### config.mk
export PLATFORM = sky130hd
export DESIGN_NAME = riscv_lsu
export DESIGN_NICKNAME = d
export VERILOG_FILES = /design/src/rtl/riscv_pkg.sv /design/src/rtl/lsu_load_align.sv /design/src/rtl/riscv_lsu.sv
export SDC_FILE = /design/constraint.sdc
export NUM_CORES = 1
export LEC_CHECK = 0
export CORE_MARGIN = 4
export CORE_UTILIZATION = 26
export CTS_CLUSTER_SIZE = 25
export DETAILED_ROUTE_END_ITERATION = 16
export GPL_TIMING_DRIVEN = 1
export PLACE_DENSITY_LB_ADDON = 0.3
export SETUP_SLACK_MARGIN = 0.15
export SLEW_MARGIN = 20
export SYNTH_ARGS = -nofsm -noshare
export SYNTH_HDL_FRONTEND = slang
export SYNTH_SLANG_ARGS = --single-unit
### constraint.sdc
create_clock -name clk_i -period 1.7 [get_ports clk_i]
set_input_delay 0.17 -clock clk_i [delete_from_list [all_inputs] [get_ports clk_i]]
set_output_delay 0.17 -clock clk_i [all_outputs]
set_load 0.1 [all_outputs]
### src/rtl/riscv_pkg.sv
// rtl/riscv_pkg.sv - load/store size encodings shared by the decoder and the LSU
package riscv_pkg;

    localparam logic [2:0] LDST_B  = 3'b000;
    localparam logic [2:0] LDST_H  = 3'b001;
    localparam logic [2:0] LDST_W  = 3'b010;
    localparam logic [2:0] LDST_BU = 3'b100;
    localparam logic [2:0] LDST_HU = 3'b101;

    typedef enum logic [1:0] {
        LANE_B = 2'd0,
        LANE_H = 2'd1,
        LANE_W = 2'd2
    } lane_e;

    // Store lane width; the unsigned codes share their signed width and
    // every unassigned code falls back to a full word.
    function automatic lane_e size_lane(input logic [2:0] size);
        case (size[1:0])
            2'b00:   return LANE_B;
            2'b01:   return LANE_H;
            default: return LANE_W;
        endcase
    endfunction

endpackage

### src/rtl/lsu_load_align.sv
// rtl/lsu_load_align.sv - selects and extends the loaded byte/half/word from the memory word
module lsu_load_align
    import riscv_pkg::*;
(
    input  logic [31:0] mem_rd_i,
    input  logic [1:0]  off_q,
    input  logic [2:0]  size_q,
    output logic [31:0] core_rd_o
);

    logic [7:0]  byte_sel;
    logic [15:0] half_sel;

    always_comb begin
        byte_sel = mem_rd_i[{off_q, 3'b000} +: 8];
        half_sel = off_q[1] ? mem_rd_i[31:16] : mem_rd_i[15:0];
        case (size_q)
            LDST_B:  core_rd_o = {{24{byte_sel[7]}}, byte_sel};
            LDST_BU: core_rd_o = {24'h000000, byte_sel};
            LDST_H:  core_rd_o = {{16{half_sel[15]}}, half_sel};
            LDST_HU: core_rd_o = {16'h0000, half_sel};
            default: core_rd_o = mem_rd_i;
        endcase
    end

endmodule

### src/rtl/riscv_lsu.sv
// rtl/riscv_lsu.sv - single-cycle-stall load-store unit; LSU_MISALIGN_EN enables misaligned-access trapping
module riscv_lsu
    import riscv_pkg::*;
#(
    parameter int ADDR_W = 32
) (
    input  logic              clk_i,
    input  logic              rst_ni,
    input  logic              core_req_i,
    input  logic              core_we_i,
    input  logic [2:0]        core_size_i,
    input  logic [ADDR_W-1:0] core_addr_i,
    input  logic [31:0]       core_wd_i,
    output logic [31:0]       core_rd_o,
    output logic              core_stall_o,
    output logic              misalign_o,
    output logic              mem_req_o,
    output logic              mem_we_o,
    output logic [3:0]        mem_be_o,
    output logic [ADDR_W-1:0] mem_addr_o,
    output logic [31:0]       mem_wd_o,
    input  logic [31:0]       mem_rd_i
);

    logic       stall_q, stall_d;
    logic [1:0] off_q, off_d;
    logic [2:0] size_q, size_d;
    logic       misalign;

`ifdef LSU_MISALIGN_EN
    logic half_acc, word_acc;
    always_comb begin
        half_acc = (core_size_i == LDST_H) || (core_size_i == LDST_HU);
        word_acc = (core_size_i == LDST_W);
        misalign = core_req_i & ((half_acc & core_addr_i[0]) | (word_acc & |core_addr_i[1:0]));
    end
`else
    assign misalign = 1'b0;
`endif

    always_ff @(posedge clk_i or negedge rst_ni) begin
        if (!rst_ni) begin
            stall_q <= 1'b0;
            off_q   <= 2'b00;
            size_q  <= LDST_W;
        end else begin
            stall_q <= stall_d;
            off_q   <= off_d;
            size_q  <= size_d;
        end
    end

    // The stall is its own release: a stalled cycle is always followed by a free one.
    always_comb begin
        stall_d = core_stall_o;
        off_d   = off_q;
        size_d  = size_q;
        if (mem_req_o) begin
            off_d  = core_addr_i[1:0];
            size_d = core_size_i;
        end
    end

    always_comb begin
        core_stall_o = core_req_i & ~stall_q & ~misalign;
        mem_req_o    = core_stall_o;
        mem_we_o     = core_we_i & mem_req_o;
        misalign_o   = misalign;
        mem_addr_o   = {core_addr_i[ADDR_W-1:2], 2'b00};
        mem_be_o     = 4'b1111;
        mem_wd_o     = core_wd_i;
        case (size_lane(core_size_i))
            LANE_B: begin
                mem_wd_o = {4{core_wd_i[7:0]}};
                if (core_we_i) mem_be_o = 4'b0001 << core_addr_i[1:0];
            end
            LANE_H: begin
                mem_wd_o = {2{core_wd_i[15:0]}};
                if (core_we_i) mem_be_o = 4'b0011 << {core_addr_i[1], 1'b0};
            end
            default: ;
        endcase
    end

    lsu_load_align u_load_align (
        .mem_rd_i  (mem_rd_i),
        .off_q     (off_q),
        .size_q    (size_q),
        .core_rd_o (core_rd_o)
    );

endmodule

* Word level (Yosys, flattened, before mapping)
Cells that the tools add are included.
** Cells by class
- Reduce and logical (&&, ||, !) cells :: 3
- Muxes and demuxes :: 7
- Bitwise logic cells :: 3
- Equal/unequal tests :: 5
- Shift operators :: 3
** Operators by type and width (number)
- $pmux W32 S4 :: 1
- $pmux W32 S2 :: 1
- $shiftx A32 B6 Y8 :: 1
- $mux W16 :: 1
- $mux W4 :: 2
- $pmux W4 S2 :: 1
- $eq A3 B3 Y1 const B :: 2
- $eq A2 B1 Y1 const B :: 2
- $logic_not A2 Y1 :: 2
- $pmux W2 S2 :: 1
- $shl A1 B2 Y4 const A :: 1
- $shl A2 B2 Y4 const A :: 1
- $eq A3 B1 Y1 const B :: 1
- $logic_not A3 Y1 :: 1
- $and A1 B1 Y1 :: 2
- $not A1 Y1 :: 1
** Storage, ports and cells
- Bits in registers :: 6
- Bits of input ports :: 103
- Output and inout bits :: 104

* Logic depth before layout (Yosys ltp)
Gate-level depths: netlist of run 1.
- Word-level depth :: 4
- Mapped depth :: 5
- Gate-level depth less buffers :: 4

* Modules after synthesis
Synthesis of run 1 repeated with hierarchy kept, for this count alone.
** Unflattened totals
- Cell total of the unflattened synthesis :: 206
- Area, all modules :: 1820.5 sq um
** Modules (own cells, without submodules)
- riscv_lsu :: instances 1, seq. area each 151.4 sq um, area each 974.7 sq um, cells each 110
- lsu_load_align :: instances 1, seq. area each 0.0 sq um, area each 845.8 sq um, cells each 96

* Least setup slack after synthesis of run 1
No wires, ideal clock.
- Path type :: register to output
- Start point :: reg size_q[1]
- End point :: out core_rd_o[7]
- Path buffers :: 2
- Slack :: -1.851 ns
- Required time :: 1.530 ns
- Arrival time :: 3.381 ns
- Stages on the path, launching flop included :: 5
- Cells stage by stage :: dfstp_2 > clkbuf_1 > buf_2 > nor2_1 > a211oi_1
** On the way
- Longest elaborated chain between the ends :: 2
** RTL lines
- from (decl) :: line riscv_lsu.sv:27 : logic [2:0] size_q, size_d;
- from (signal assigned) :: line riscv_lsu.sv:49 : size_q <= size_d;
- $eq A3 B3 Y1, or another cell as far along :: line lsu_load_align.sv:17 : case (size_q)
- $pmux W32 S4 (*) :: line lsu_load_align.sv:17
- to (decl) :: line riscv_lsu.sv:14 : output logic [31:0] core_rd_o,
Every way passes the cells marked *; elsewhere a longest branch is shown, timed or not.

* Worst setup path after layout of run 1
- Start point :: reg off_q[0]
- End point :: out core_rd_o[29]
** On the way
- Longest elaborated chain between the ends :: 2
** RTL lines
- from (decl) :: line riscv_lsu.sv:26 : logic [1:0] off_q, off_d;
- from (signal assigned) :: line riscv_lsu.sv:44 : off_q <= 2'b00;
- from (signal assigned) :: line riscv_lsu.sv:48 : off_q <= off_d;
- $shiftx A32 B6 Y8 :: line lsu_load_align.sv:15 : byte_sel = mem_rd_i[{off_q, 3'b000} +: 8];
- $pmux W32 S4 :: line lsu_load_align.sv:17
No other way between the ends.

==> impl_metrics.tcl, run 1 <==
set metrics [dict create \
    num-nets-final 465 \
    ir_drop_mv 0.834 \
    cp.arrival_ns 1.95 \
    synthTopCellsByArea "buf_4 (20%), mux2_2 (15%), o21ai_0 (8.7%)" \
    combPwrFrac_pct 90.9 \
    clkTransAtPathRegs_ns 0.04 \
    via_per_inst 4.92 \
    switching_share_pct 58.5 \
    netlist.area_leader.share_pct 19.6 \
    nFillCells 429 \
    gr-total-overflow 0 \
    p_leak_nw 1.86 \
    crit_type "register to output pin" \
    internal_power_mw 1.87 \
    dpl-instance-area_um2 4150 \
    grt_max_degree 25 \
    design_area_um2 4400 \
    cts_sinks 6 \
    antenna_found_initial 0 \
    start_kind "register" \
    p_sw_mw 2.64 \
    fin_setup_tns_ns -11.04 \
    avgSynthCellArea_um2 6.93 \
    synth_flop_cell "dfrtp_1" \
    antenna_left 0 \
    grtUsageTotal_pct 19.4 \
    die_w_um 86.6 \
    synth.distinct_cells 30 \
    core_um2 5960 \
    drv_slew 0 \
    io_pins 207 \
    violations "negative setup slack" \
    period_needed_ns 2.12 \
    n_antenna_cell 0 \
    critical_path_peak_fanout 16 \
    synth-seq-cells 6 \
    clk_latency_ns 0.22 \
    cts_buffers 3 \
    async_flop_share_pct 100 \
    worst_slack_ns -0.418 \
    reg2reg_depth 3 \
    synth_compound_area_share_pct 24.7 \
    cts-root-buf "clkbuf_8" \
    num_rows 28 \
    dr_total_vias 2145 \
    clockPowerShare_pct 5.0 \
    rsz0062_at_grt "yes" \
    timing.fmax_mhz 472 \
    synth_edf_count 0 \
    skew_ns 0.00575 \
    wl_per_cell_um 17.2 \
    dr.pass1.iters 4 \
    htreeDepth 1 \
    clockBufferDepth 2 \
    portBuffers 143 \
    yosys_warnings 0 \
    drt_iter0_drc 70 \
    routabilityCongestion 0.769 \
    fin_util_pct 73.9 \
    period_share_pct 125 \
    worstSetupEndpointType "output pin" \
    drc 0 \
    dp_hpwl_mm 6.26 \
    synth_xor_area_share_pct 0 \
    cts_tree "done" \
    netlist_area_um2 1610 \
    status "complete, but fails checks" \
    syn_inst 232 \
    synth_top_family_by_area "buffers and inverters" \
    hold_path_class "primary input to asynchronous set/reset pin" \
    synthMuxAreaShare_pct 20.9 \
    maxCapViolCount 0 \
    grt_pass1_wl_mm 11.7 \
    area_growth_pct 174 \
    p_seq_share_pct 4.1 \
    synth.largest_area_cell "buf_4" \
    hold_viol_final 0 \
    synthAdderAreaFrac_pct 0 \
    initial_core_util_pct 27.0 \
    crit_required_ns 1.53 \
    dieArea_um2 7510 \
    final_common_cell "buf_12" \
    routed_wirelength_mm 7.52 \
    synth_simple_gate_area_share_pct 16.9 \
    fp.dieH_um 86.6 \
    setup_viol 32 \
    p_total_mw 4.52 \
    p_per_area_nw_per_um2 1030 \
    layout_common_cells "buf_12 (74), clkdlybuf4s50_1 (69), nand2_1 (31)" \
    first_global_vias 2410 \
    ys_seq_area_share_pct 9.42 \
    drive_above_1_share_pct 55.7 \
    place_ws_ns -0.351 \
]
critical path, stage by stage (launching register included):
cell and delay [ns]:
dfrtp_2 0.41, mux2i_2 0.35, a2bb2oi_4 0.20, nor3b_4 0.25
buf_12 0.25, a21oi_4 0.06, buf_12 0.17
cell usage after synthesis, drive strengths merged (6+ instances only):
master  count
buf        45
nand2      31
o21ai      28
mux2       21
inv        18
a21oi      17
clkbuf     12
mux2i      10
a221o       8
a22oi       7
nand2b      7
nor2        6
per-stage QoR:
step           hold slack [ns]  instances
2_1_floorplan           -0.126        234
3_5_place_dp             0.341        423
6_report                 0.182        436
5_1_grt                  0.202        436
4_1_cts                  0.191        430
3_3_place_gp             0.341        423
final cells by class:
class | instances | area, um^2 | area share, %
Tap cell | 75 | 93.8 | 2.13
Timing Repair Buffer | 180 | 2490 | 56.7
Sequential cell | 6 | 153 | 3.47
Inverter | 18 | 70.1 | 1.59
Clock buffer | 4 | 45.0 | 1.02
Multi-Input combinational cell | 153 | 1540 | 35.1
worst paths after layout:
check | start | end | slack, ns
max in group asynchronous | rst_ni | size_q[1] | 1.25
hold reg to reg | stall_q | stall_q | 0.59
hold / removal | rst_ni | stall_q | 0.18
min in group clk_i | core_addr_i[21] | mem_addr_o[21] | 0.34
setup / recovery | off_q[0] | core_rd_o[29] | -0.42
setup reg to reg | stall_q | size_q[0] | 0.41
metal layers:
layer  track usage (%)  vias up  part of all wire (%)
li1                  -     1010                     -
met4              4.82        0                   1.4
met2              36.4      127                    52
met5                 0        -                     0
met1              19.4      998                    34
met3              8.75       10                    13
flip-flops by register name, indices dropped and copies added (netlist names):
signal,flops
stall_q,1
off_q,2
size_q,3
what timing repair did:
item | in CTS | in global routing
hold buffers | 0 | 0
setup endpoints to repair | 60 | 32
resized for setup | 30 | 8
setup buffers | 3 | 6
pin swaps | 14 | 9
hold endpoints to repair | 0 | 0
power groups by stage:
stage          Combinational, mW  Clock, mW  Sequential, mW
2_1_floorplan               2.88          0           0.185
3_3_place_gp                3.94          0           0.182
3_5_place_dp                3.98          0           0.183
4_1_cts                     4.07      0.230           0.186
5_1_grt                     4.22      0.241           0.188
6_report                    4.10      0.225           0.186
cell families after synthesis:
group / count (synthesis)
buffers and inverters: 75
and+or+nand+nor: 55
muxes: 31
AOI/OAI and AO/OA: 64
other: 1
DFF: 6
Note: power is estimated with default switching activity, not from simulation.
==> run 2: changes to the inputs <==
--- a/config.mk
+++ b/config.mk
@@ -5,9 +5,10 @@
 export SDC_FILE = /design/constraint.sdc
 export NUM_CORES = 1
 export LEC_CHECK = 0
+export ABC_AREA = 1
 export CORE_MARGIN = 4
-export CORE_UTILIZATION = 26
-export CTS_CLUSTER_SIZE = 25
+export CORE_UTILIZATION = 29
+export CTS_CLUSTER_SIZE = 30
 export DETAILED_ROUTE_END_ITERATION = 16
 export GPL_TIMING_DRIVEN = 1
 export PLACE_DENSITY_LB_ADDON = 0.3
==> run 2 against run 1 <==
- the run still ends with negative setup slack left
- flip-flop and latch count is the same
- final area rose by 2.8%
- total power is 0.24% higher
- sequential share of layout area is essentially flat
- first-iteration DRC count down 21%
- synthesized area is 16% higher
- non-clock buffer count unchanged
- via count is 15% higher
- global-route usage decreased by 0.11 points
==> impl_metrics.tcl, run 2 <==
set metrics [dict create \
    via_per_inst 4.72 \
    skew_ns 0.00644 \
    synth_flop_cell "dfrtp_1" \
    layout_common_cells "nand2_1 (119), buf_12 (78), clkdlybuf4s50_1 (70)" \
    regMostFlops "size_q" \
    timing.rr.start "off_q[1]" \
    p_leak_nw 2.15 \
    cts_sinks 6 \
    synth_compound_area_share_pct 10.9 \
    topRoutingLayerUsed "met4" \
    largestRegisters "size_q x3, off_q x2, stall_q x1" \
    core_um2 6060 \
    synth.largest_area_cell "nand2_1" \
    cts-root-buf "clkbuf_8" \
    yosys_warnings 0 \
    synthMuxAreaShare_pct 0 \
    synth_top_family_by_area "simple AND/OR/NAND/NOR gates" \
    routed_wirelength_mm 7.70 \
    cp.arrival_ns 1.60 \
    synthTopCellsByArea "nand2_1 (25%), buf_4 (17%), nand3_2 (11%)" \
    setup_viol 30 \
    synth_simple_gate_area_share_pct 51.8 \
    routabilityCongestion 0.839 \
    syn_inst 317 \
    netlist.area_leader.share_pct 25.1 \
    maxCapViolCount 0 \
    synthAdderAreaFrac_pct 0 \
    cts_tree "done" \
    switching_share_pct 59.6 \
    drive_above_1_share_pct 41.6 \
    final_common_cell "nand2_1" \
    start_kind "register" \
    drv_slew 0 \
    ir_drop_mv 0.834 \
    dr.pass1.iters 4 \
    grtUsageTotal_pct 19.3 \
    synth_xor_area_share_pct 0 \
    worst_slack_ns -0.0655 \
    period_share_pct 104 \
    wl_per_cell_um 14.8 \
    synthTopCellsByCount "nand2_1 (124), buf_4 (42), inv_1 (28), nand3_2 (21), nand3_1 (20)" \
    drc 0 \
    netlist_area_um2 1860 \
    met1_length_mm 2.73 \
    clockBufferDepth 2 \
    internal_power_mw 1.83 \
    area_growth_pct 143 \
    p_per_area_nw_per_um2 1000 \
    clkTransAtPathRegs_ns 0.04 \
    violations "negative setup slack" \
    initial_core_util_pct 30.7 \
    hold_buffers 0 \
    period_needed_ns 1.77 \
    async_flop_share_pct 100 \
    cts_buffers 3 \
    clk_latency_ns 0.22 \
    dieArea_um2 7750 \
    crit_type "register to output pin" \
    portBuffers 143 \
    worstSetupEndpointType "output pin" \
    num-nets-final 551 \
    reg2reg_depth 5 \
    cp-startpoint "off_q[1]" \
    wl_met3_um 665 \
    r2r-end "off_q[1]" \
    num_rows 28 \
    grt_max_degree 19 \
    dp_hpwl_mm 6.61 \
    io_pins 207 \
    synth-seq-cells 6 \
    rsz0062_at_grt "yes" \
    antenna_found_initial 0 \
    clockPowerShare_pct 4.9 \
    htreeDepth 1 \
    hold_viol_final 0 \
    die_w_um 88.0 \
    grt_pass1_wl_mm 12.1 \
    place_ws_ns -0.0165 \
    ys_seq_area_share_pct 8.15 \
    gr-total-overflow 0 \
    critical_path_peak_fanout 7 \
    p_seq_share_pct 4.4 \
    fin_util_pct 74.6 \
    avgSynthCellArea_um2 5.86 \
    drt_iter0_drc 55 \
    timing.fmax_mhz 566 \
    p_sw_mw 2.70 \
    synth_edf_count 0 \
    largest_reg_flops 3 \
    yosysMostFrequentCell "nand2_1" \
    n_antenna_cell 0 \
    combPwrFrac_pct 90.6 \
    met2WireLength_mm 4.18 \
    antenna_left 0 \
    p_total_mw 4.53 \
    status "complete, but fails checks" \
    synth.distinct_cells 30 \
    crit_required_ns 1.53 \
    hold_path_class "primary input to asynchronous set/reset pin" \
    fp.dieH_um 88.0 \
    dr_total_vias 2464 \
    reg2reg_slack_ns 0.54 \
    first_global_vias 2558 \
]
[run 2: critical path: stages, from the launching register on]
cell and delay (ns):
dfrtp_2 0.44, or2_4 0.28, nand3_4 0.07, nand2_4 0.07
nand2_8 0.10, buf_12 0.15, nand3_4 0.08, buf_12 0.18
[run 2: logic make-up (layout without fill, tap and decap cells)]
group           count (synthesis)  after routing
compound gates                 34             34
buf+inv                        87            215
flops                           6              6
other cells                     1              3
simple gates                  189            189
[run 2: layout make-up]
class	count	area, um^2
Multi-Input combinational cell	226	1560
Tap cell	75	93.8
Clock buffer	4	45.0
Timing Repair Buffer	180	2520
Sequential cell	6	155
Fill cell	426	1540
Inverter	31	148
[run 2: metrics by stage]
stage | setup TNS, ns | cell area (um^2) | hold WS [ns] | cells
final | -1.33 | 4520 | 0.179 | 522
after global routing | -3.39 | 4520 | 0.205 | 522
after CTS | -1.61 | 4450 | 0.179 | 518
after detailed placement | -0.0807 | 4290 | 0.341 | 503
after global placement | -0.0135 | 4290 | 0.341 | 503
after floorplan | -1.64 | 2230 | -0.126 | 319
[run 2: power by group through the flow]
stage          Clock (mW)  Combinational (mW)  Sequential [mW]
2_1_floorplan           0                2.89            0.186
3_3_place_gp            0                3.99            0.198
3_5_place_dp            0                4.02            0.198
4_1_cts             0.229                4.08            0.194
5_1_grt             0.230                4.24            0.204
6_report            0.223                4.10            0.201
[run 2: layer usage]
layer | global-route usage, % | up-vias
met5 | 0 | -
met4 | 4.53 | 0
met3 | 3.67 | 14
met2 | 38.6 | 120
met1 | 20.5 | 1103
li1 | - | 1227
[run 2: worst max path at each step]
stage | to | cells past startpoint
detailed placement | core_rd_o[10] | 8
finish | core_rd_o[8] | 7
floorplan | mem_wd_o[10] | 3
global placement | core_rd_o[10] | 6
global route | core_rd_o[25] | 7
CTS | core_rd_o[8] | 7
[run 2: timing repair]
action,4_1_cts,5_1_grt
resized for setup,19,15
cloned,1,1
pin swaps,10,20
setup buffers,10,3
endpoints found under the setup margin,51,35
==> run 3: changes to the inputs <==
--- a/config.mk
+++ b/config.mk
@@ -6,10 +6,11 @@
 export NUM_CORES = 1
 export LEC_CHECK = 0
 export ABC_AREA = 1
-export CORE_MARGIN = 4
-export CORE_UTILIZATION = 29
+export CORE_AREA = 4 4 78 80
 export CTS_CLUSTER_SIZE = 30
 export DETAILED_ROUTE_END_ITERATION = 16
+export DIE_AREA = 0 0 82 84
+export DONT_BUFFER_PORTS = 1
 export GPL_TIMING_DRIVEN = 1
 export PLACE_DENSITY_LB_ADDON = 0.3
 export SETUP_SLACK_MARGIN = 0.15
==> constraint.sdc (replaced) <==
create_clock -name clk_i -period 1.7 [get_ports clk_i]
set_input_delay 0.17 -clock clk_i [delete_from_list [all_inputs] [get_ports clk_i]]
set_output_delay 0.17 -clock clk_i [all_outputs]
set_load 0.005 [all_outputs]
==> run 3 against run 2 <==
- the flow now finishes without violations
- global-route usage down 3.1 points
- register-to-register slack gained 0.10 ns
- clock-buffer cell count is the same
- critical endpoint is now core_rd_o[19]
- combinational power is 79% lower
- hold slack lost 0.10 ns
- total power fell by 71%
- worst setup slack better by 0.19 ns
- clock power barely moved
==> impl_metrics.tcl, run 3 (same netlist as run 2, synthesis figures left out) <==
set metrics [dict create \
    holdWs_ns 0.0774 \
    gr-total-overflow 0 \
    clk_latency_ns 0.22 \
    maxCapViolCount 0 \
    portBuffers 0 \
    initial_core_util_pct 34.4 \
    routabilityCongestion 0.811 \
    cts-root-buf "clkbuf_8" \
    dpl-instance-area_um2 1580 \
    via_per_inst 5.17 \
    clockBufferDepth 2 \
    dp.cells 341 \
    die_w_um 82 \
    p_total_mw 1.29 \
    core_um2 5410 \
    nFillCells 605 \
    area_growth_pct 5.93 \
    critical_path_cell_count 5 \
    drv_slew 0 \
    num-nets-final 393 \
    period_needed_ns 1.58 \
    grtUsageTotal_pct 16.2 \
    drc 0 \
    cts_buffers 3 \
    cpMostUsedCell "nand2_8" \
    dieArea_um2 6890 \
    crit_family "simple AND/OR/NAND/NOR gates" \
    crit_chain "or2_1, nand3_2, nand2_8, nand2_8, nand3_1" \
    antenna_found_initial 0 \
    tightestPinTransition_ns 0.596 \
    design_area_um2 1970 \
    htreeDepth 1 \
    r2r-end "off_q[1]" \
    crit_type "register to output pin" \
    largest_reg_flops 3 \
    drt_iter0_drc 63 \
    slowest_stage "dfrtp_2" \
    skew_ns 0.00822 \
    grt_max_degree 23 \
    start_kind "register" \
    clkTransAtPathRegs_ns 0.04 \
    timing.fmax_mhz 635 \
    rsz0062_at_grt "yes" \
    routed_wirelength_mm 6.02 \
    fin_setup_tns_ns 0 \
    cts_tree "done" \
    largestRegisters "size_q x3, off_q x2, stall_q x1" \
    antenna_left 0 \
    critical_path_peak_fanout 7 \
    n_antenna_cell 0 \
    drive_above_1_share_pct 26.3 \
    crit_required_ns 1.53 \
    layout_common_cells "nand2_1 (119), inv_1 (26), nand3_2 (21)" \
    worstSetupEndpointType "output pin" \
    cp.buffers_inverters 0 \
    dr_total_vias 1865 \
    slowest_delay_ns 0.46 \
    ir_drop_mv 0.287 \
    first_global_vias 1814 \
    dp_hpwl_mm 4.60 \
    hold_path_class "primary input to register" \
    period_share_pct 92.7 \
    cp-startpoint "off_q[1]" \
    num_rows 27 \
    grt_pass1_wl_mm 8.95 \
    fp.dieH_um 84 \
    reg2reg_depth 4 \
    post_layout_nonfiller_instances 361 \
    crit_end "core_rd_o[19]" \
    final_common_cell "nand2_1" \
    timing.rr.start "off_q[1]" \
    slew_headroom_pct 60.2 \
    cp.arrival_ns 1.41 \
    regMostFlops "size_q" \
    hold_viol_final 0 \
    p_per_area_nw_per_um2 658 \
    cts_sinks 6 \
    p_leak_nw 1.05 \
    reg2reg_slack_ns 0.64 \
    dr.pass1.iters 4 \
    wl_per_cell_um 16.7 \
    status "finished clean" \
    io_pins 207 \
    setup_viol 0 \
]
[run 3: layout make-up]
cell class | instances | area (um^2) | area share, %
Clock buffer | 4 | 45.0 | 2.29
Multi-Input combinational cell | 229 | 1340 | 67.9
Sequential cell | 6 | 155 | 7.88
Tap cell | 72 | 90.1 | 4.58
Timing Repair Buffer | 19 | 215 | 10.9
Inverter | 31 | 126 | 6.42
[run 3: worst register-to-register path, delay by kind of cell (launching register included)]
family                 cells  cell delay [ns]
flip-flops                 1             0.45
buffers and inverters      3             0.39
AO/OA/AOI/OAI              1             0.14
[run 3: how the worst min path moves through the flow]
stage | startpoint | slack [ns] | cells after the start | endpoint
2_1_floorplan | rst_ni | -0.13 | 0 | off_q[0]
3_3_place_gp | rst_ni | -0.13 | 0 | stall_q
3_5_place_dp | rst_ni | -0.13 | 0 | stall_q
4_1_cts | core_addr_i[1] | 0.07 | 2 | off_q[1]
5_1_grt | core_addr_i[1] | 0.09 | 2 | off_q[1]
6_report | core_addr_i[1] | 0.08 | 2 | off_q[1]
[run 3: repair_timing]
| item | in CTS | in global routing |
|---|---|---|
| pin swaps | 4 | 9 |
| gates resized for setup | 15 | 26 |
| hold endpoints to repair | 6 | 0 |
| endpoints found under the setup margin | 27 | 31 |
| hold buffers | 1 | 0 |
| buffers inserted | 5 | 7 |
| gates cloned | 2 | 1 |
[run 3: power by group]
| part | switching (mW) | internal (mW) | total [mW] |
|---|---|---|---|
| clock network | 0.0646 | 0.162 | 0.226 |
| registers | 0.0368 | 0.165 | 0.202 |
| logic | 0.525 | 0.342 | 0.867 |
| total | 0.626 | 0.669 | 1.29 |
[run 3: layer usage]
metal / vias up / wire length [um] / track usage (%)
met4: 0 / 27 / 3.47
met3: 6 / 595 / 4.21
met5: - / 0 / 0
met1: 834 / 2230 / 18.4
li1: 910 / - / -
met2: 115 / 3170 / 29.5
[run 3: stage by stage]
stage / worst slack [ns] / util [%]
finish: 0.124 / 36.4
global route: 0.0575 / 36.4
detailed placement: 0.223 / 29.2
floorplan: 0.392 / -
global placement: 0.268 / 29.2
CTS: 0.123 / 33.1
